==> src/rtl/stopwatch_timer_dp_pkg.sv <==
// stopwatch_pkg: shared field moduli, field widths, time record type and prescale helper
package stopwatch_pkg;

   localparam int MSEC_MOD = 100;
   localparam int SEC_MOD  = 60;
   localparam int MIN_MOD  = 60;
   localparam int HOUR_MOD = 24;

   localparam int MSEC_W = 7;
   localparam int SEC_W  = 6;
   localparam int MIN_W  = 6;
   localparam int HOUR_W = 5;

   typedef struct packed {
      logic [HOUR_W-1:0] hour;
      logic [MIN_W-1:0]  minute;
      logic [SEC_W-1:0]  second;
      logic [MSEC_W-1:0] msec;
   } sw_time_t;

   function automatic int calc_div(input int clk_hz, input int tick_hz);
      return clk_hz / tick_hz;
   endfunction

endpackage

==> src/rtl/stopwatch_timer_dp_time_field_counter.sv <==
// time_field_counter: one modulo-MAX time field with saturating preload and combinational carry/borrow out
module time_field_counter #(
   parameter int MAX   = 60,
   parameter int WIDTH = 6
) (
   input  logic             clk,
   input  logic             rst,
   input  logic             en,
   input  logic             dir,
   input  logic             load,
   input  logic [WIDTH-1:0] load_val,
   input  logic             clr,
   output logic [WIDTH-1:0] value,
   output logic             co
);

   localparam logic [WIDTH-1:0] TOP = WIDTH'(MAX - 1);

   logic [WIDTH-1:0] r_val;

   assign value = r_val;
   assign co    = en & (dir ? (r_val == '0) : (r_val == TOP));

   // Field register: clear beats load beats a count step; up wraps at TOP, down reloads TOP at 0
   always_ff @(posedge clk or posedge rst)
      if (rst)
         r_val <= '0;
      else if (clr)
         r_val <= '0;
      else if (load)
         r_val <= (load_val > TOP) ? TOP : load_val;
      else if (en)
         r_val <= dir ? ((r_val == '0) ? TOP : r_val - 1'b1)
                      : ((r_val == TOP) ? '0 : r_val + 1'b1);

endmodule

==> src/rtl/stopwatch_timer_dp.sv <==
// stopwatch_timer_dp: up/down hh:mm:ss.cc datapath with prescaler, lap capture and display mux
module stopwatch_timer_dp
   import stopwatch_pkg::*;
#(
   parameter int CLK_HZ   = 100_000_000,
   parameter int TICK_HZ  = 100,
   parameter int MSEC_MAX = MSEC_MOD,
   parameter int SEC_MAX  = SEC_MOD,
   parameter int MIN_MAX  = MIN_MOD,
   parameter int HOUR_MAX = HOUR_MOD
) (
   input  logic              clk,
   input  logic              rst,
   input  logic              run,
   input  logic              clear,
   input  logic              mode_down,
   input  logic              load,
   input  logic [MSEC_W-1:0] load_msec,
   input  logic [SEC_W-1:0]  load_sec,
   input  logic [MIN_W-1:0]  load_min,
   input  logic [HOUR_W-1:0] load_hour,
   input  logic              lap,
   input  logic              lap_show,
   input  logic              option,
   output logic [MSEC_W-1:0] low_digit,
   output logic [SEC_W-1:0]  high_digit,
   output logic              rollover,
   output logic              done
);

   localparam int DIV = calc_div(CLK_HZ, TICK_HZ);
   localparam int PW  = $clog2(DIV);

   logic [PW-1:0]     r_pre;
   logic              r_tick;
   logic              r_done;
   logic              r_roll;
   logic              r_mode_q;
   sw_time_t          r_lap;
   sw_time_t          w_live;
   sw_time_t          w_src;
   logic [MSEC_W-1:0] w_msec;
   logic [SEC_W-1:0]  w_sec;
   logic [MIN_W-1:0]  w_min;
   logic [HOUR_W-1:0] w_hour;
   logic [3:0]        w_c;
   logic              w_mode_chg;
   logic              w_tick_en;
   logic              w_hi_zero;
   logic              w_hold;
   logic              w_step;
   logic              w_done_set;

   assign w_live     = {w_hour, w_min, w_sec, w_msec};
   assign w_mode_chg = mode_down ^ r_mode_q;
   assign w_tick_en  = r_tick & ~r_done & ~clear & ~load;
   assign w_hi_zero  = (w_hour == '0) & (w_min == '0) & (w_sec == '0);
   // A down tick at all-zero must not underflow; it only raises done
   assign w_hold     = mode_down & w_hi_zero & (w_msec == '0);
   assign w_step     = w_tick_en & ~w_hold;
   assign w_done_set = w_tick_en & mode_down & w_hi_zero & (w_msec <= MSEC_W'(1));

   time_field_counter #(.MAX(MSEC_MAX), .WIDTH(MSEC_W)) u_msec (
      .clk(clk), .rst(rst), .en(w_step), .dir(mode_down), .load(load),
      .load_val(load_msec), .clr(clear), .value(w_msec), .co(w_c[0]));

   time_field_counter #(.MAX(SEC_MAX), .WIDTH(SEC_W)) u_sec (
      .clk(clk), .rst(rst), .en(w_c[0]), .dir(mode_down), .load(load),
      .load_val(load_sec), .clr(clear), .value(w_sec), .co(w_c[1]));

   time_field_counter #(.MAX(MIN_MAX), .WIDTH(MIN_W)) u_min (
      .clk(clk), .rst(rst), .en(w_c[1]), .dir(mode_down), .load(load),
      .load_val(load_min), .clr(clear), .value(w_min), .co(w_c[2]));

   time_field_counter #(.MAX(HOUR_MAX), .WIDTH(HOUR_W)) u_hour (
      .clk(clk), .rst(rst), .en(w_c[2]), .dir(mode_down), .load(load),
      .load_val(load_hour), .clr(clear), .value(w_hour), .co(w_c[3]));

   // Prescaler: runs while run=1 and not done, holds its phase on pause, registers a 1-cycle tick at terminal count
   always_ff @(posedge clk or posedge rst)
      if (rst) begin
         r_pre  <= '0;
         r_tick <= 1'b0;
      end else if (clear | load) begin
         r_pre  <= '0;
         r_tick <= 1'b0;
      end else if (run & ~r_done) begin
         r_tick <= (r_pre == PW'(DIV - 1));
         r_pre  <= (r_pre == PW'(DIV - 1)) ? '0 : r_pre + 1'b1;
      end else
         r_tick <= 1'b0;

   // Status: sticky done (cleared by clear, load or a direction change), rollover pulse, direction history
   always_ff @(posedge clk or posedge rst)
      if (rst) begin
         r_done   <= 1'b0;
         r_roll   <= 1'b0;
         r_mode_q <= 1'b0;
      end else begin
         r_mode_q <= mode_down;
         r_roll   <= w_c[3] & ~mode_down;
         r_done   <= (clear | load | w_mode_chg) ? 1'b0 : (r_done | w_done_set);
      end

   // Lap snapshot takes the live time as it stands before any same-cycle tick update
   always_ff @(posedge clk or posedge rst)
      if (rst)
         r_lap <= '0;
      else if (clear)
         r_lap <= '0;
      else if (lap)
         r_lap <= w_live;

   assign w_src      = lap_show ? r_lap : w_live;
   assign low_digit  = option ? MSEC_W'(w_src.minute) : w_src.msec;
   assign high_digit = option ? SEC_W'(w_src.hour) : w_src.second;
   assign rollover   = r_roll;
   assign done       = r_done;

endmodule

==> config.mk <==
export PLATFORM = sky130hd
export DESIGN_NAME = stopwatch_timer_dp
export DESIGN_NICKNAME = d
export VERILOG_FILES = /design/src/rtl/stopwatch_timer_dp_pkg.sv /design/src/rtl/stopwatch_timer_dp_time_field_counter.sv /design/src/rtl/stopwatch_timer_dp.sv
export SDC_FILE = /design/constraint.sdc
export NUM_CORES = 1
export LEC_CHECK = 0
export CORE_ASPECT_RATIO = 0.9
export CORE_UTILIZATION = 40
export CTS_CLUSTER_SIZE = 24
export DETAILED_ROUTE_END_ITERATION = 8
export PLACE_DENSITY_LB_ADDON = 0.08
export SLEW_MARGIN = 30
export SYNTH_ARGS = -nofsm -noshare
export SYNTH_HDL_FRONTEND = slang
export SYNTH_HIERARCHICAL = 1
export SYNTH_SLANG_ARGS = --single-unit
==> constraint.sdc <==
create_clock -name clk -period 11.2 [get_ports clk]
set_input_delay 1.68 -clock clk [delete_from_list [all_inputs] [get_ports clk]]
set_output_delay 1.68 -clock clk [all_outputs]
set_load 0.02 [all_outputs]
==> results of run 1 <==
==> logic make-up after synthesis <==
logic type,after synthesis
AOI/OAI and AO/OA,107
xor gates and xnor gates,20
adders and majority gates,12
buffers and inverters,54
DFF,72
muxes,48
and+or+nand+nor,231
==> per-layer routing <==
metal  vias to the layer above  global-route usage, %
li1                       2098                      -
met5                         -                      0
met4                         0                   6.79
met1                      2165                   30.3
met3                        11                   4.41
met2                        94                   33.7
==> worst paths after layout <==
| kind | slack [ns] | endpoint | depth (start not counted) | startpoint |
|---|---|---|---|---|
| min in group asynchronous | 1.88 | u_hour/value[3] | 2 | rst |
| max | 5.85 | high_digit[2] | 3 | lap_show |
| max in group asynchronous | 8.75 | r_lap[14] | 2 | rst |
| min reg2reg | 0.48 | r_pre[19] | 1 | r_pre[19] |
| max reg2reg | 7.10 | u_hour/value[4] | 13 | u_sec/value[0] |
| min | 0.48 | r_pre[19] | 1 | r_pre[19] |
==> layout by cell type (no fill, tap or decap), drive strengths merged, types with 12 or more instances in the layout <==
cell type	n
dfrtp	72
nor2	65
clkdlybuf4s50	43
mux2i	36
a21oi	35
nand3	28
inv	27
nand2	26
nand4	15
o21ai	15
nor3b	13
ha	12
==> layout make-up <==
| type | count | share of cell area (%) |
|---|---|---|
| Timing Repair Buffer | 54 | 8.41 |
| Tap cell | 160 | 3.35 |
| Sequential cell | 72 | 30.1 |
| Clock inverter | 6 | 1.53 |
| Inverter | 26 | 1.67 |
| Multi-Input combinational cell | 418 | 50.9 |
| Clock buffer | 10 | 3.99 |
==> cell usage after synthesis, drive strengths merged (3+ instances only) <==
master and count:
nand4 15, a31oi 5, nor2 65, ha 12
a221o 4, o21ai 15, o2111ai 3, a21oi 35
nor3 9, and4 4, mux2i 36, xnor2 11
o21a 4, xor2 9, nor4b 6, o311a 4
or3 6, nand2b 4, or2 11, nor2b 8
o31ai 5, clkbuf 11, buf 17, nand3 28
nand4b 6, nor4 7, nand3b 5, nand2 26
mux4 11, nor3b 13, and3 7, inv 26
dfrtp 72, a211oi 3
==> where the power goes <==
part,total (mW),switching (mW),internal [mW]
Combinational,0.118,0.0623,0.0553
Clock,0.321,0.118,0.202
Sequential,0.291,0.0217,0.269
Total,0.729,0.202,0.527
==> worst reg2reg max path: cells and delay by family (launching register included) <==
family / cells / cell delay [ns]
compound gates: 3 / 0.99
flops: 1 / 0.65
mux: 1 / 0.15
buf+inv: 3 / 0.48
simple gates: 6 / 1.74
==> through the flow <==
step | power (mW) | hold WS (ns) | std cells | utilization, %
2_1_floorplan | 0.370 | 0.443 | 544 | -
3_3_place_gp | 0.411 | 0.469 | 730 | 46.1
3_5_place_dp | 0.412 | 0.470 | 730 | 46.1
4_1_cts | 0.737 | 0.478 | 746 | 48.8
5_1_grt | 0.764 | 0.511 | 746 | 48.8
6_report | 0.729 | 0.480 | 746 | 48.8
==> flip-flops by register name, summed over array words and instances, names as in the netlist <==
register,cells
u_min/value,6
r_lap,24
rollover,1
u_sec/value,6
done,1
u_msec/value,7
r_tick,1
r_mode_q,1
r_pre,20
u_hour/value,5
==> results.md, run 1 <==
- Mux contribution to synthesized area: 12.1%
- Worst-path cell chain: clkdlybuf4s50_1 -> mux4_2 -> clkdlybuf4s50_1
- Post-Synth Adder-Cell Area: 2.93%
- Final worst path period share: 47.8%
- Multi-input gate area: between 3000 and 4000 µm²
- CTS tree: yes
- Worst stage delay on the critical path: 0.99 ns
- Worst setup margin: 5.85 ns
- Clock skew: 0.0101 ns
- Die area: 13200 µm²
- Crit-path max FO: 13
- DP Wirelength: 9.33 mm
- Post-synth EDFFs: 0
- Total setup buffers inserted after CTS: 0
- Synth Area in Compound Gates: 14.7%
- # diodes: 0
- Cell Area, Placed: 5660 µm²
- Slowest cell on crit path: clkdlybuf4s50_1
- Worst Path Buf+Inv: 2
- Unrepaired setup endpoints after global routing: no
- Worst min-delay path class: flip-flop to flip-flop
- Row cnt: 38
- Share of the synthesized area in the top cell type: 35.2%
- Final min period: 5.35 ns
- Pre-CTS setup slack: around 5.5 ns
- WS Path Type: primary input to primary output
- Vias in the first global route: 4202
- Main combinational cell family by area after synthesis: simple AND/OR/NAND/NOR gates
- FFs w/ async S/R, synth: 100%
- Clock latency on the worst-skew pair: roughly 0.34 ns
- Fmax: 187 MHz
- Top FF cell, synth: dfrtp_1
- I/O pin cnt: 48
- Max_slew headroom: 43.2%
- Drt wl/cell: 18.3 µm
- Leak: 2.48 nW
- Gate count of the mapped netlist: 544
- Clk slew on worst S/H paths: 0.06 ns
- Final WL: 13.6 mm
- Xor and xnor area share after synthesis: around 3.4%
- Via count: 4368
- Largest area contributor in the netlist: dfrtp_1
- Gpl congestion: 0.828
- Synthesized area: 5120 µm²
- Core footprint: 12300 µm²
- Drt first pass iters: 4
- Clk root buf: clkbuf_16
- First-pass GRT wire length: 22.1 mm
- All-Layer GR Usage: 21.7%
- Overflow after GRT: 0
- Worst VDD drop: 67.7 µV
- Average cell area after synthesis: approximately 9.4 µm²
- TritonCTS Sinks: 72
- Worst EP arrival: around 3.7 ns
- Post-synthesis simple-gate area fraction: a little over a quarter
- Die H: 109 µm
- DR iter-0 viols: roughly 270
- Hold Violations, Final: 0
- DRC Markers: 0
- FF+latch area: 1800 µm²
- Met2 routed WL: 6.21 mm
- CP startpoint kind: primary input
- Fill count: 1170
- Number of synthesis warnings: 6
- Initial antenna violation count: 0
- Vias per cell: ~6
- Met3 wire len: approximately 500 µm
- Worst EP required: approximately 9.5 ns
- Final ANT Viol Nets: 0
- Status: finished, final reports clean
- Die width: 121 µm
- Max layer used: met4
- Layout cells sized above 1: a little under an eighth
- Final setup fails: 0
- Num CTS Buffers: 9
- Worst path top cell family by delay: buffers and inverters
- MaxCap Viol Count: 0
- Final setup TNS: 0 ns
- Number of I/O port buffers: 47
- Most Frequent Cell on Critical Path: clkdlybuf4s50_1
- Crit. End Element: primary output
- Pin count of the biggest net entering global routing: just under 50
- Synth unique cells: 78
- Ranking of synthesized cells by area: dfrtp_1 35%, mux2i_1 7.0%, mux4_2 4.8%, nor2_1 4.7%, a21oi_1 3.3%
- Worst-Margin Slew: 0.852 ns
- #FFs+latches synth: 72
- Htree depth: 3
- Initial Util: 41.7%
- CTS max path bufs: 2
- Hold Buf Count CTS: 0
- Synth-to-layout area growth: 16.9%
- Metal1 wirelength: 6.78 mm
- Syn Nets: 589
- Design Area, Final: 5980 µm²
- Post-synthesis sequential area ratio: between 30% and 40%
- # resized after CTS: 0
- PD cells: around 120 nW/µm²
- Final slew viol count: 0
- Fin nets: ~630
Power figures use the tool's default switching activity.
==> run 2, diff against run 1 <==
clock period = 5.45 ns   (was 11.2 ns; I/O delays follow)
==> results.md, run 2 (synthesis results as in run 1) <==
- Hold Violations, Final: 0 (unchanged)
- Worst setup margin: 1.44 ns (-4.41 ns)
- Die area: 13200 µm² (unchanged)
- Clock latency on the worst-skew pair: 0.34 ns (about the same)
- CTS tree: yes
- Gpl congestion: 0.840 (+1.4%)
- Final ANT Viol Nets: 0 (unchanged)
- Worst EP arrival: 4.28 ns (+0.61 ns)
- Initial antenna violation count: 0 (unchanged)
- Final worst path period share: between 70% and 80%
- First-pass GRT wire length: 22.2 mm (+0.50%)
- Initial Util: 41.7% (unchanged)
- Leak: 2.48 nW (about the same)
- Fin nets: 626 (unchanged)
- Num CTS Buffers: 9 (unchanged)
- Clk slew on worst S/H paths: 0.06 ns (about the same)
- Crit. End Element: flip-flop
- Number of I/O port buffers: 47 (unchanged)
- # diodes: 0 (unchanged)
- Core footprint: 12300 µm² (unchanged)
- Commonest non-fill, non-tap cell in the layout: dfrtp_1
- Layout cells sized above 1: 11.1% (-0.49 points)
- Final setup fails: 0 (unchanged)
- DRC Markers: 0 (unchanged)
- Pin count of the biggest net entering global routing: 49 (unchanged)
- Most frequent cells in the layout: 72 x dfrtp_1, 64 x nor2_1, 43 x clkdlybuf4s50_1
- FF-to-FF path depth: 13 (unchanged)
- Final min period: 4.01 ns
- CTS max path bufs: 2 (unchanged)
- Hold Buf Count CTS: 0 (unchanged)
- Total setup buffers inserted after CTS: 0 (unchanged)
- # resized after CTS: 0 (unchanged)
- PD cells: 255 nW/µm² (+110%)
- Worst Setup EP: u_hour/value[4]
- Total power: 1.52 mW (+110%)
- Worst VDD drop: 133 µV (+97%)
- Flop2flop setup slack: 1.44 ns (-5.66 ns)
- Most flops, register: r_lap
- Via count: 4480 (+2.6%)
- I/O pin cnt: 48 (unchanged)
- Drt wl/cell: 18.4 µm (+0.98%)
- All-Layer GR Usage: 22.3% (+0.60 points)
- Worst min-delay path class: flip-flop to flip-flop
- Crit-path max FO: 12 (-1)
- Max_slew headroom: 41.0% (-2.2 points)
- Clk root buf: clkbuf_16
- Overflow after GRT: 0 (unchanged)
- Status: finished, final reports clean
- Pre-CTS setup slack: 1.25 ns (-4.27 ns)
- WS Path Type: flip-flop to flip-flop
- Row cnt: 38 (unchanged)
- Final WL: 13.7 mm (+0.84%)
- Drt first pass iters: 5 (+1)
- Die width: 121 µm (unchanged)
- Worst EP required: 5.72 ns (-3.80 ns)
- Max reg flops: 24 (unchanged)
- Fmax: ~250 MHz
- Fin util: 48.8% (+0.051 points)
- Vias per cell: 6.01 (+2.7%)
- Htree depth: 3 (unchanged)
- DR iter-0 viols: 285 (+7.1%)
- Unrepaired setup endpoints after global routing: no
- Worst r2r src: u_msec/value[3]
- Worst-Margin Slew: 0.883 ns (+0.0306 ns)
- DP Wirelength: 9.38 mm (+0.55%)
- Worst setup path start: u_msec/value[3]
- CP startpoint kind: flip-flop
- Crit Reg-Reg Endpoint: u_hour/value[4]
- Die H: 109 µm (unchanged)
- Final setup TNS: 0 ns (unchanged)
- Synth-to-layout area growth: 17.1%
- MaxCap Viol Count: 0 (unchanged)
- TritonCTS Sinks: 72 (unchanged)
- Final slew viol count: 0 (unchanged)
- Clock skew: 0.00481 ns (-0.00533 ns)
- Vias in the first global route: 4214 (+0.29%)
-- run 2: cell types whose count changed in the layout (fill, tap and decap cells not counted) --
cell,change
clkbuf_1,+2
clkinv_4,-2
bufinv_16,+1
clkinv_2,-1
inv_6,-1
-- run 2: report_power, final --
part	switching (mW)	internal, mW	leakage [nW]
logic	0.128	0.113	1.34
clock network	0.226	0.457	0.163
registers	0.0458	0.553	0.979
-- run 2: critical path, cell delays in order (launching register included) --
cell and delay [ns]:
dfrtp_1 0.66, nor4_1 0.16, nand4_1 0.17, nor3_1 0.07, nor4b_1 0.32, buf_4 0.21
inv_1 0.06, nor2_1 0.51, a21boi_0 0.26, buf_4 0.20, a21boi_0 0.51, mux2i_1 0.14
or4_1 0.53, a21oi_1 0.13
-- run 2: how the worst min path moves through the flow --
stage	startpoint	to	slack [ns]	cells past startpoint
floorplan	r_pre[19]	r_pre[19]	0.44	1
global route	r_pre[19]	r_pre[19]	0.51	1
detailed placement	r_pre[19]	r_pre[19]	0.47	1
global placement	r_pre[19]	r_pre[19]	0.47	1
finish	r_pre[19]	r_pre[19]	0.48	1
CTS	r_pre[19]	r_pre[19]	0.48	1
-- run 2: per-layer routing --
layer,track usage [%],vias up,part of all wire [%]
li1,-,2092,-
met1,31.0,2228,49
met2,33.4,136,44
met3,5.60,24,5.8
met4,8.20,0,2.0
met5,0,-,0
-- run 2: final cells by class --
cell class,count,area (µm²)
inverter,26,100
fill,1159,6280
clock inverter,3,90.1
clock buffer,12,246
multi-input combinational,418,3050
timing repair buffer,54,503
sequential,72,1800
tap,160,200
-- run 2: per-stage QoR --
step	std cells	hold WS [ns]	cell area [µm²]
final	745	0.481	5990
after global routing	745	0.511	5990
after detailed placement	730	0.471	5650
after CTS	745	0.482	5990
after global placement	730	0.467	5660
after floorplan	544	0.443	5120
==> run 3, diff against run 2 <==
clock period = 4.06 ns   (was 5.45 ns; I/O delays follow)
==> results.md, run 3 (synthesis results as in run 1) <==
- # resized after CTS: 0 (unchanged)
- DRC Markers: 0 (unchanged)
- Final min period: 3.56 ns (-0.454 ns)
- Synth-to-layout area growth: 17.3%
- Final setup fails: 0 (unchanged)
- Worst-Margin Slew: 0.905 ns (+0.0220 ns)
- Row cnt: 38 (unchanged)
- Multi-input gate area: 3050 µm² (unchanged)
- Worst VDD drop: 201 µV (+51%)
- Max reg flops: 24 (unchanged)
- Pin count of the biggest net entering global routing: 49 (unchanged)
- Hold Violations, Final: 0 (unchanged)
- Drt wl/cell: 18.6 µm (+0.86%)
- Overflow after GRT: 0 (unchanged)
- Final slew viol count: 0 (unchanged)
- Clk root buf: clkbuf_16
- Clk slew on worst S/H paths: 0.06 ns (about the same)
- Slowest cell on crit path: dfrtp_1
- Total setup buffers inserted after CTS: 0 (unchanged)
- Worst EP arrival: 3.83 ns (-0.45 ns)
- Die width: 121 µm (unchanged)
- Unrepaired setup endpoints after global routing: no
- I/O pin cnt: 48 (unchanged)
- Initial antenna violation count: 0 (unchanged)
- Clock latency on the worst-skew pair: 0.35 ns (about the same)
- Number of I/O port buffers: 47 (unchanged)
- Fmax: 281 MHz (+13%)
- Design Area, Final: 6000 µm² (+0.17%)
- Crit. End Element: flip-flop
- Worst stage delay on the critical path: 0.69 ns (+0.03 ns)
- Final WL: 14.1 mm (+2.4%)
- Final ANT Viol Nets: 0 (unchanged)
- Core footprint: 12300 µm² (unchanged)
- Fin nets: 636 (+1.6%)
- CP startpoint kind: flip-flop
- TritonCTS Sinks: 72 (unchanged)
- Num CTS Buffers: 9 (unchanged)
- Drt first pass iters: 5 (unchanged)
- Pre-CTS setup slack: 0.494 ns (-0.757 ns)
- Final worst path period share: 87.6% (+14 points)
- Final setup TNS: 0 ns (unchanged)
- Clock skew: 0.00766 ns (+0.00286 ns)
- CTS max path bufs: 2 (unchanged)
- Cell Area, Placed: 5730 µm² (+1.4%)
- Most frequent cells in the layout: 72 x dfrtp_1, 64 x nor2_1, 44 x clkdlybuf4s50_1
- Status: finished, final reports clean
- Gpl congestion: 0.857 (+2.0%)
- WS Path Type: flip-flop to flip-flop
- First-pass GRT wire length: 23.3 mm (+5.0%)
- Hold Buf Count CTS: 0 (unchanged)
- Layout cells sized above 1: 12.6% (+1.5 points)
- Worst Path Buf+Inv: 4 (+1)
- CTS tree: yes
- FF+latch area: 1800 µm² (unchanged)
- Max_slew headroom: 39.7% (-1.3 points)
- Die area: 13200 µm² (unchanged)
- Hold slack: 0.471 ns (-0.00956 ns)
- MaxCap Viol Count: 0 (unchanged)
- Htree depth: 3 (unchanged)
- Initial Util: 41.7% (unchanged)
- PD cells: 312 nW/µm² (+23%)
- Worst path top cell family by delay: simple AND/OR/NAND/NOR gates
- Crit-path max FO: 15 (+3)
- Vias per cell: 5.96 (-0.95%)
- Vias in the first global route: 4412 (+4.7%)
- Fill count: 1177 (+1.6%)
- DR iter-0 viols: 469 (+65%)
- Commonest non-fill, non-tap cell in the layout: dfrtp_1
- Via count: 4503 (+0.51%)
- DP Wirelength: 9.69 mm (+3.3%)
- All-Layer GR Usage: 23.1% (+0.83 points)
- Worst EP required: 4.33 ns (-1.39 ns)
- Leak: 2.49 nW (+0.60%)
- Worst setup margin: 0.502 ns (-0.936 ns)
- Most Frequent Cell on Critical Path: buf_4
- Worst min-delay path class: flip-flop to flip-flop
- Most flops, register: r_lap
- Worst-path cell chain: nor4_1 -> nand2_1 -> nor3_1 -> nor4b_1 -> inv_1 -> nor2_1 -> buf_4 -> a21boi_0 -> buf_4 -> a21boi_0 -> buf_4 -> mux2i_1 -> or4_1 -> a21oi_1
- # diodes: 0 (unchanged)
- Die H: 109 µm (unchanged)
-- run 3: stage by stage --
step	std cells	util [%]	power, mW
after floorplan	544	-	1.02
after CTS	756	48.9	1.89
after detailed placement	740	46.7	1.15
after global placement	740	46.7	1.14
final	756	48.9	1.87
after global routing	756	48.9	1.96
-- run 3: final timing paths --
path / start / to / slack, ns / cells after the start
worst min register to register: r_pre[19] / r_pre[19] / 0.47 / 1
min in group asynchronous: rst / u_hour/value[3] / 0.75 / 2
worst min-delay path: r_pre[19] / r_pre[19] / 0.47 / 1
worst max-delay path: u_min/value[2] / u_hour/value[4] / 0.50 / 14
worst max register to register: u_min/value[2] / u_hour/value[4] / 0.50 / 14
max in group asynchronous: rst / r_pre[8] / 2.72 / 2
-- run 3: cell type report --
class	instances	area share (%)
sequential	72	30.0
multi-input combinational	418	50.8
inverter	26	1.67
tap	160	3.34
timing repair buffer	64	9.72
clock inverter	5	0.563
clock buffer	11	3.88
-- run 3: per-layer routing --
metal,global-route usage [%],vias up,wire [µm]
met4,7.58,0,204
li1,-,2106,-
met2,34.6,124,6090
met3,5.71,22,810
met1,32.7,2251,6950
met5,0,-,0
-- run 3: report_power, final --
part | switching [mW] | total (mW) | internal, mW | leakage, nW
clock network | 0.321 | 0.734 | 0.412 | 0.126
registers | 0.0433 | 0.786 | 0.743 | 0.979
logic | 0.193 | 0.352 | 0.159 | 1.39
